### src/rtl/neuron_train_seq.sv
// Upstream sequencer for one sigmoid neuron: buffers a training sample, walks the
// neuron through its forward/backward phase encoding and returns y and dZ.
module neuron_train_seq #(
    parameter int N          = 30,
    parameter int BITS       = 16,
    parameter int FWD_CYCLES = 18,
    parameter int BWD_CYCLES = 33
) (
    input  logic                     clk,
    input  logic                     rst,
    input  logic                     in_valid,
    output logic                     in_ready,
    input  logic [BITS-1:0]          in_data,
    input  logic                     train_en,
    output logic                     FP,
    output logic                     BP,
    output logic [N-1:0][BITS-1:0]   x,
    output logic [BITS-1:0]          y_true,
    input  logic [BITS-1:0]          y_in,
    input  logic [BITS-1:0]          dz_in,
    output logic                     out_valid,
    input  logic                     out_ready,
    output logic [BITS-1:0]          y_out,
    output logic [BITS-1:0]          dz_out,
    output logic                     busy
);

    localparam int PH_MAX = (FWD_CYCLES > BWD_CYCLES) ? FWD_CYCLES : BWD_CYCLES;
    localparam int PH_W   = $clog2(PH_MAX + 1);
    localparam int CNT_W  = $clog2(N + 1);

    typedef enum logic [2:0] {
        LOAD   = 3'd0,
        FSETUP = 3'd1,
        FWD    = 3'd2,
        BSETUP = 3'd3,
        BWD    = 3'd4,
        RESULT = 3'd5
    } state_t;

    state_t                   state_r;
    state_t                   state_next_s;
    logic [PH_W-1:0]          phase_r;
    logic [CNT_W-1:0]         cnt_r;
    logic                     trn_r;
    logic                     fp_r;
    logic                     bp_r;
    logic                     in_ready_r;
    logic                     out_valid_r;
    logic                     busy_r;
    logic [N-1:0][BITS-1:0]   x_r;
    logic [BITS-1:0]          y_true_r;
    logic [BITS-1:0]          y_out_r;
    logic [BITS-1:0]          dz_out_r;
    logic                     in_hs_s;
    logic                     out_hs_s;
    logic                     last_word_s;
    logic                     fwd_last_s;
    logic                     bwd_last_s;
    logic                     dz_capture_s;

    assign in_hs_s      = in_valid & in_ready_r;
    assign out_hs_s     = out_valid_r & out_ready;
    assign last_word_s  = (cnt_r == CNT_W'(N));
    assign fwd_last_s   = (state_r == FWD) && (phase_r == PH_W'(FWD_CYCLES - 1));
    assign bwd_last_s   = (state_r == BWD) && (phase_r == PH_W'(BWD_CYCLES - 1));
    // dZ is taken one cycle after the neuron latches it at the start of BWD
    assign dz_capture_s = (state_r == BWD) && (phase_r == PH_W'(1));

    // Next-state decode
    always_comb begin
        state_next_s = state_r;
        case (state_r)
            LOAD: begin
                if (in_hs_s && last_word_s) begin
                    state_next_s = FSETUP;
                end else begin
                    state_next_s = LOAD;
                end
            end
            FSETUP: state_next_s = FWD;
            FWD: begin
                if (fwd_last_s) begin
                    state_next_s = trn_r ? BSETUP : RESULT;
                end else begin
                    state_next_s = FWD;
                end
            end
            BSETUP: state_next_s = BWD;
            BWD: begin
                if (bwd_last_s) begin
                    state_next_s = RESULT;
                end else begin
                    state_next_s = BWD;
                end
            end
            RESULT: begin
                if (out_hs_s) begin
                    state_next_s = LOAD;
                end else begin
                    state_next_s = RESULT;
                end
            end
            default: state_next_s = LOAD;
        endcase
    end

    // State, phase counter and phase-encoded outputs registered from the next state
    always_ff @(posedge clk or posedge rst) begin
        if (rst) begin
            state_r     <= LOAD;
            phase_r     <= {PH_W{1'b0}};
            fp_r        <= 1'b0;
            bp_r        <= 1'b0;
            in_ready_r  <= 1'b1;
            out_valid_r <= 1'b0;
            busy_r      <= 1'b0;
        end else begin
            state_r <= state_next_s;
            if (state_next_s != state_r) begin
                phase_r <= {PH_W{1'b0}};
            end else if ((state_r == FWD) || (state_r == BWD)) begin
                phase_r <= phase_r + PH_W'(1);
            end else begin
                phase_r <= {PH_W{1'b0}};
            end
            fp_r        <= (state_next_s == FWD) || (state_next_s == BSETUP);
            bp_r        <= (state_next_s == BSETUP) || (state_next_s == BWD);
            in_ready_r  <= (state_next_s == LOAD);
            out_valid_r <= (state_next_s == RESULT);
            busy_r      <= (state_next_s != LOAD);
        end
    end

    // Sample buffer: written only by LOAD handshakes
    always_ff @(posedge clk or posedge rst) begin
        if (rst) begin
            cnt_r    <= {CNT_W{1'b0}};
            trn_r    <= 1'b0;
            x_r      <= '0;
            y_true_r <= {BITS{1'b0}};
        end else if (in_hs_s) begin
            if (last_word_s) begin
                y_true_r <= in_data;
                trn_r    <= train_en;
                cnt_r    <= {CNT_W{1'b0}};
            end else begin
                for (int i = 0; i < N; i++) begin
                    if (cnt_r == CNT_W'(i)) begin
                        x_r[i] <= in_data;
                    end
                end
                cnt_r <= cnt_r + CNT_W'(1);
            end
        end
    end

    // Result capture from the neuron
    always_ff @(posedge clk or posedge rst) begin
        if (rst) begin
            y_out_r  <= {BITS{1'b0}};
            dz_out_r <= {BITS{1'b0}};
        end else begin
            if (fwd_last_s) begin
                y_out_r <= y_in;
                if (!trn_r) begin
                    dz_out_r <= {BITS{1'b0}};
                end
            end
            if (dz_capture_s) begin
                dz_out_r <= dz_in;
            end
        end
    end

    assign FP        = fp_r;
    assign BP        = bp_r;
    assign in_ready  = in_ready_r;
    assign out_valid = out_valid_r;
    assign busy      = busy_r;
    assign x         = x_r;
    assign y_true    = y_true_r;
    assign y_out     = y_out_r;
    assign dz_out    = dz_out_r;

endmodule

### config.mk
export PLATFORM = sky130hd
export DESIGN_NAME = neuron_train_seq
export DESIGN_NICKNAME = d
export VERILOG_FILES = /design/src/rtl/neuron_train_seq.sv
export SDC_FILE = /design/constraint.sdc
export NUM_CORES = 1
export LEC_CHECK = 0
export CAP_MARGIN = 40
export CORE_AREA = 2 2 231 233
export DETAILED_ROUTE_END_ITERATION = 12
export DIE_AREA = 0 0 233 235
export PLACE_DENSITY = 0.78
export SYNTH_ARGS = -nofsm -noshare
export SYNTH_HDL_FRONTEND = slang
export SYNTH_SLANG_ARGS = --single-unit
### constraint.sdc
create_clock -name clk -period 23.2 [get_ports clk]
set_input_delay 5.8 -clock clk [delete_from_list [all_inputs] [get_ports clk]]
set_output_delay 5.8 -clock clk [all_outputs]
set_load 0.03 [all_outputs]
After elaboration in Yosys (flattened, before gate mapping)
Cells that the tools add are included.
{"block": "word_totals", "input_bits": 53, "word_cells": 147, "out_inout_bits": 533, "ff_bits": 548}
{"block": "classes", "n_eq_ne": 44, "add_sub_neg": 2, "n_reduce_logical": 44, "n_mux": 12, "n_bitwise": 3}
{"cell": "AND reduction 3 bit", "count": 30}
{"cell": "== test 5 bit (second input constant)", "count": 15}
{"cell": "two-way mux 16 bit", "count": 3}
{"cell": "== test 5 x 4 -> 1 bit (second input constant)", "count": 8}
{"cell": "== test 5 x 3 -> 1 bit (second input constant)", "count": 4}
{"cell": "case mux 3 bit (6 select lines)", "count": 1}
{"cell": "== test 3 x 2 -> 1 bit (second input constant)", "count": 4}
{"cell": "== test 3 bit (second input constant)", "count": 4}
{"cell": "two-way mux 6 bit", "count": 2}
{"cell": "== test 5 x 2 -> 1 bit (second input constant)", "count": 2}
{"cell": "two-way mux 3 bit", "count": 3}
{"cell": "adder 6 x 1 -> 6 bit (second input constant)", "count": 1}
{"cell": "== test 6 x 1 -> 1 bit (second input constant)", "count": 1}
{"cell": "== test 6 x 5 -> 1 bit (second input constant)", "count": 1}
{"cell": "== test 6 bit (second input constant)", "count": 1}
{"cell": "zero test 3 bit", "count": 2}
{"cell": "adder 5 x 1 -> 5 bit (second input constant)", "count": 1}
{"cell": "== test 5 x 1 -> 1 bit (second input constant)", "count": 1}
{"cell": "zero test 5 bit", "count": 1}
{"cell": "two-way mux 5 bit", "count": 1}
{"cell": "logical AND 1 bit", "count": 4}
{"cell": "AND reduction 2 bit", "count": 2}
{"cell": "== test 3 x 1 -> 1 bit (second input constant)", "count": 1}
{"cell": "logical OR 1 bit", "count": 3}
{"cell": "other kinds (7)", "count": 9}

Logic depth before layout (Yosys ltp)
{"block": "logic_depth", "ltp_word": 6, "mapped_depth": 8, "ltp_nobuf": 7}

Least setup slack after synthesis
OpenSTA, ideal clock, no wires.
{"block": "synth_path", "kind": "input to register", "from": "input port in_valid", "to": "register x_r (netlist bit x[79])", "setup_time_ns": 0.125, "path_slack_ns": 15.973, "t_required_ns": 23.075, "stages": 6, "arrival_ns": 7.102, "n_path_buf": 1, "path_cell_list": "nand2_1 nor2_4 nand2_1 nor2_2 buf_2 mux2_2"}
{"block": "synth_between", "elab_chain_len": 2}
{"item": "from (decl)", "line_no": "11", "source": "input logic in_valid,"}
{"item": "AND 1 bit", "line_no": "62", "source": "assign in_hs_s = in_valid & in_ready_r;"}
{"item": "AND reduction 3 bit (no line)"}
{"item": "to (signal, indexed assignment)", "line_no": "150", "source": "x_r[i] <= in_data;"}
{"item": "to (decl)", "line_no": "51", "source": "logic [N-1:0][BITS-1:0] x_r;"}
No other way between the ends.
A chain may end at the register's enable or synchronous reset.

==> results.rst <==
.. list-table::
   :header-rows: 1

   * - Metric
     - Value
   * - Number of remaining DRC errors
     - 0
   * - Area of the die
     - 54800 um2
   * - # setup viols final
     - 0
   * - Routed len/inst
     - 23.6 um
   * - Setup CP Type
     - in2async
   * - Number of H-tree branching levels
     - 2
   * - Setup repair after global routing missed its margin
     - false
   * - Area growth, synth to finish
     - 42.4%
   * - Critical path startpoint category
     - input pin
   * - Met3 Resource Use GR
     - 0.0530
   * - Global routing usage on met2
     - 0.391
   * - Post-Synthesis Cell Area
     - 20800 um2
   * - Starting density of the core
     - 0.398
   * - Launch instance of the worst register-to-register path
     - phase_r[1]
   * - CTS tree
     - done
   * - Fin Clk Skew
     - 0.0157 ns
   * - Worst-case setup margin in the final layout
     - 15.18 ns
   * - Synthesized instance count
     - 1299
   * - Number of different library cells in the post-synthesis netlist
     - 43
   * - Total global routing overflow
     - 0
   * - Setup total negative slack
     - 0 ns
   * - Vias in the first global route
     - 14300
   * - Commonest non-fill, non-tap cell in the layout
     - sky130_fd_sc_hd__clkdlybuf4s50_1
   * - Post-CTS Repair Setup Buffers
     - 0
   * - Pwr per Cell Area
     - 140 nW/um2
   * - Leakage power
     - 13.6 nW
   * - Cells along the critical path
     - clkdlybuf4s50_1 > inv_8 > buf_12 > buf_4
   * - Clk network pwr share
     - 0.217
   * - Clock sink total
     - 548
   * - Detailed Route Iter0 Violations
     - 486
   * - Yosys synthesis warning count
     - 0
   * - Relative max-transition margin
     - 0.393
   * - Post-layout nets
     - 1955
   * - Routed vias/inst
     - 5.11
   * - Number of enable-type register cells in the synthesized netlist
     - 0
   * - Number of iterations in the first detailed-routing pass
     - 4
   * - Combinational share of power
     - 0.434
   * - Commonest cells after routing, fill and taps aside
     - 582 x sky130_fd_sc_hd__clkdlybuf4s50_1, 547 x sky130_fd_sc_hd__dfrtp_1, 511 x sky130_fd_sc_hd__mux2_2
   * - Run status
     - finished, final reports clean
   * - Routed wire length
     - 61800 um
   * - Critical Path RT
     - 23.80 ns
   * - Post-detailed-route count of antenna-violating nets
     - 0
   * - Portion of the post-synthesis area used by sequential elements
     - 0.659
   * - Share of synthesized registers carrying an async set or reset
     - 1.00
   * - Net switching fraction of the power
     - 0.373
   * - Critical path endpoint category
     - async pin
   * - Core region area
     - 52200 um2
   * - Number of buffers on the longest clock path
     - 3
   * - Delay-heaviest family, CP
     - buffers and inverters
   * - Average instance area after synthesis
     - 16.0 um2
   * - Number of buffers and inverters on the critical path
     - 4
   * - Reg power frac
     - 0.350
   * - Maximum single-stage delay on the critical path
     - 0.82 ns
   * - Class of the tightest hold or removal check
     - reg2reg
   * - Clock transition at the registers of the reported paths
     - 0.06 ns
   * - Maximum frequency from static timing analysis
     - 125 MHz
   * - Largest net degree at the start of global routing
     - 160
   * - Slack of the worst reg-to-reg path
     - 20.83 ns
   * - Global-route layer with the greatest usage
     - met2
   * - Final Hold Fails
     - 0
   * - I/O pin total
     - 586
   * - Hold buffer count at cts
     - 0
   * - Post-synth top flop
     - sky130_fd_sc_hd__dfrtp_1
   * - Internal cell power
     - 0.00260 W
   * - Fin. max-slew vios
     - 0
   * - Final cycle utilization of the critical path
     - 0.346
   * - Root buffer selected by CTS
     - sky130_fd_sc_hd__clkbuf_16
   * - Antenna Diode Count
     - 0
   * - Gpl congestion
     - 0.794
   * - Psw
     - 0.00155 W
   * - Final period demand of the worst path
     - 8.02 ns
   * - Post-synthesis sequential element count
     - 548
   * - Total global-route track usage
     - 0.225
   * - DP Worst Slack
     - 14.55 ns
   * - Share of layout cells above drive strength 1
     - 0.345
   * - Syn_nets
     - 1360
   * - Worst supply voltage drop on vdd
     - 0.0685 mV
   * - Number of buffers created by CTS
     - 55
   * - MaxCap Viol Count
     - 0
   * - Number of port buffers
     - 585
   * - Die Ht
     - 235 um
   * - Initial antenna violation count
     - 1
   * - Critical path fanouts, max
     - 159
   * - Number of standard-cell rows in the floorplan
     - 84
   * - Worst Min Path Start
     - y_out[9]
   * - Clock latency at the later pin of the worst-skew pair
     - 0.60 ns
   * - Die W
     - 233 um
   * - Cts repair resizes
     - 0
   * - Met1 Resource Use GR
     - 0.274
   * - Actual slew at the worst max-slew pin
     - 0.910 ns
   * - Half-perimeter wire length after placement
     - 43300 um
   * - Slowest CP cell
     - sky130_fd_sc_hd__buf_4
   * - Critical Path Source
     - rst
   * - First-pass GRT wire length
     - 92300 um
   * - Via count
     - 13400
   * - Critical path arrival
     - 8.62 ns
[power by group through the flow]
stage | Combinational, W | Clock, W | Sequential (W)
floorplan | 0.000370 | 0 | 0.00206
global placement | 0.00177 | 0 | 0.00144
detailed placement | 0.00181 | 0 | 0.00146
CTS | 0.00181 | 0.000920 | 0.00145
global route | 0.00186 | 0.000961 | 0.00149
finish | 0.00180 | 0.000898 | 0.00145
[worst register-to-register path: stages (launching register included)]
cell	delay [ns]
sky130_fd_sc_hd__dfrtp_1	0.40
sky130_fd_sc_hd__inv_1	0.09
sky130_fd_sc_hd__ha_1	0.16
sky130_fd_sc_hd__nor4b_2	0.28
sky130_fd_sc_hd__nand2b_1	0.15
sky130_fd_sc_hd__or3_1	0.68
sky130_fd_sc_hd__o311a_1	0.33
sky130_fd_sc_hd__mux2i_1	0.15
[worst paths after layout]
kind,endpoint,cells after the start
setup / recovery,x[45],4
hold / removal,y_out[9],1
setup reg to reg,BP,7
hold reg to reg,y_out[9],1
max in group clk,in_ready,1
min in group asynchronous,x[116],2
[per-layer routing]
layer	vias up	part of all wire
met5	-	0.00021
met4	2	0.031
met1	7071	0.40
met3	112	0.063
met2	478	0.51
li1	5731	-
[registers in the layout, indices dropped and copies added, names as in the netlist, 3 cells and up]
name     count
cnt_r        5
dz_out      16
phase_r      6
state_r      3
x          480
y_out       16
y_true      16
[cell type report]
cell class,count,area [um2]
Clock buffer,81,1630
Multi-Input combinational cell,642,6630
Timing Repair Buffer,635,6530
Fill cell,4116,22600
Clock inverter,15,206
Inverter,12,52.6
Sequential cell,548,13700
Tap cell,688,861
[cells by family (layout without fill, tap and decap cells)]
group / after synthesis / count (layout) / share of synthesized area
AND/OR/NAND/NOR: 85 / 85 / 0.0217
buffers and inverters: 109 / 743 / 0.0221
AO/OA/AOI/OAI: 30 / 30 / 0.0118
XOR/XNOR: 5 / 5 / 0.00211
flip-flops: 548 / 548 / 0.659
multiplexers: 514 / 514 / 0.278
adder cells (fa/ha/maj): 8 / 8 / 0.00481
[synthesized netlist by cell type, types with 2 or more instances]
master / n / area, um2
sky130_fd_sc_hd__o21ai_0: 3 / 15.0
sky130_fd_sc_hd__xor2_1: 2 / 17.5
sky130_fd_sc_hd__a22o_1: 17 / 149
sky130_fd_sc_hd__mux2_2: 511 / 5750
sky130_fd_sc_hd__nor2_1: 12 / 45.0
sky130_fd_sc_hd__nand3b_1: 2 / 15.0
sky130_fd_sc_hd__buf_2: 34 / 170
sky130_fd_sc_hd__clkbuf_1: 62 / 233
sky130_fd_sc_hd__nand2_1: 26 / 97.6
sky130_fd_sc_hd__ha_1: 8 / 100
sky130_fd_sc_hd__xnor2_1: 3 / 26.3
sky130_fd_sc_hd__nand2b_1: 5 / 31.3
sky130_fd_sc_hd__inv_1: 12 / 45.0
sky130_fd_sc_hd__dfrtp_1: 547 / 13700
sky130_fd_sc_hd__nor3_1: 2 / 10.0
sky130_fd_sc_hd__nand3_1: 9 / 45.0
sky130_fd_sc_hd__and2_1: 3 / 18.8
sky130_fd_sc_hd__nor2_2: 12 / 75.1
sky130_fd_sc_hd__mux2_1: 2 / 22.5
sky130_fd_sc_hd__and3_1: 2 / 12.5
sky130_fd_sc_hd__or3_1: 3 / 18.8
[through the flow]
step	cell area, um2	hold WS, ns	utilization	total power (W)	std cells
after floorplan	20800	0.479	-	0.00243	1299
after global placement	27300	0.474	0.522	0.00321	2496
after detailed placement	27800	0.491	0.532	0.00327	2525
after CTS	29600	0.504	0.567	0.00418	2621
after global routing	29600	0.511	0.567	0.00431	2621
final	29600	0.501	0.567	0.00415	2621
No activity file was read; power rests on OpenSTA's default activity.
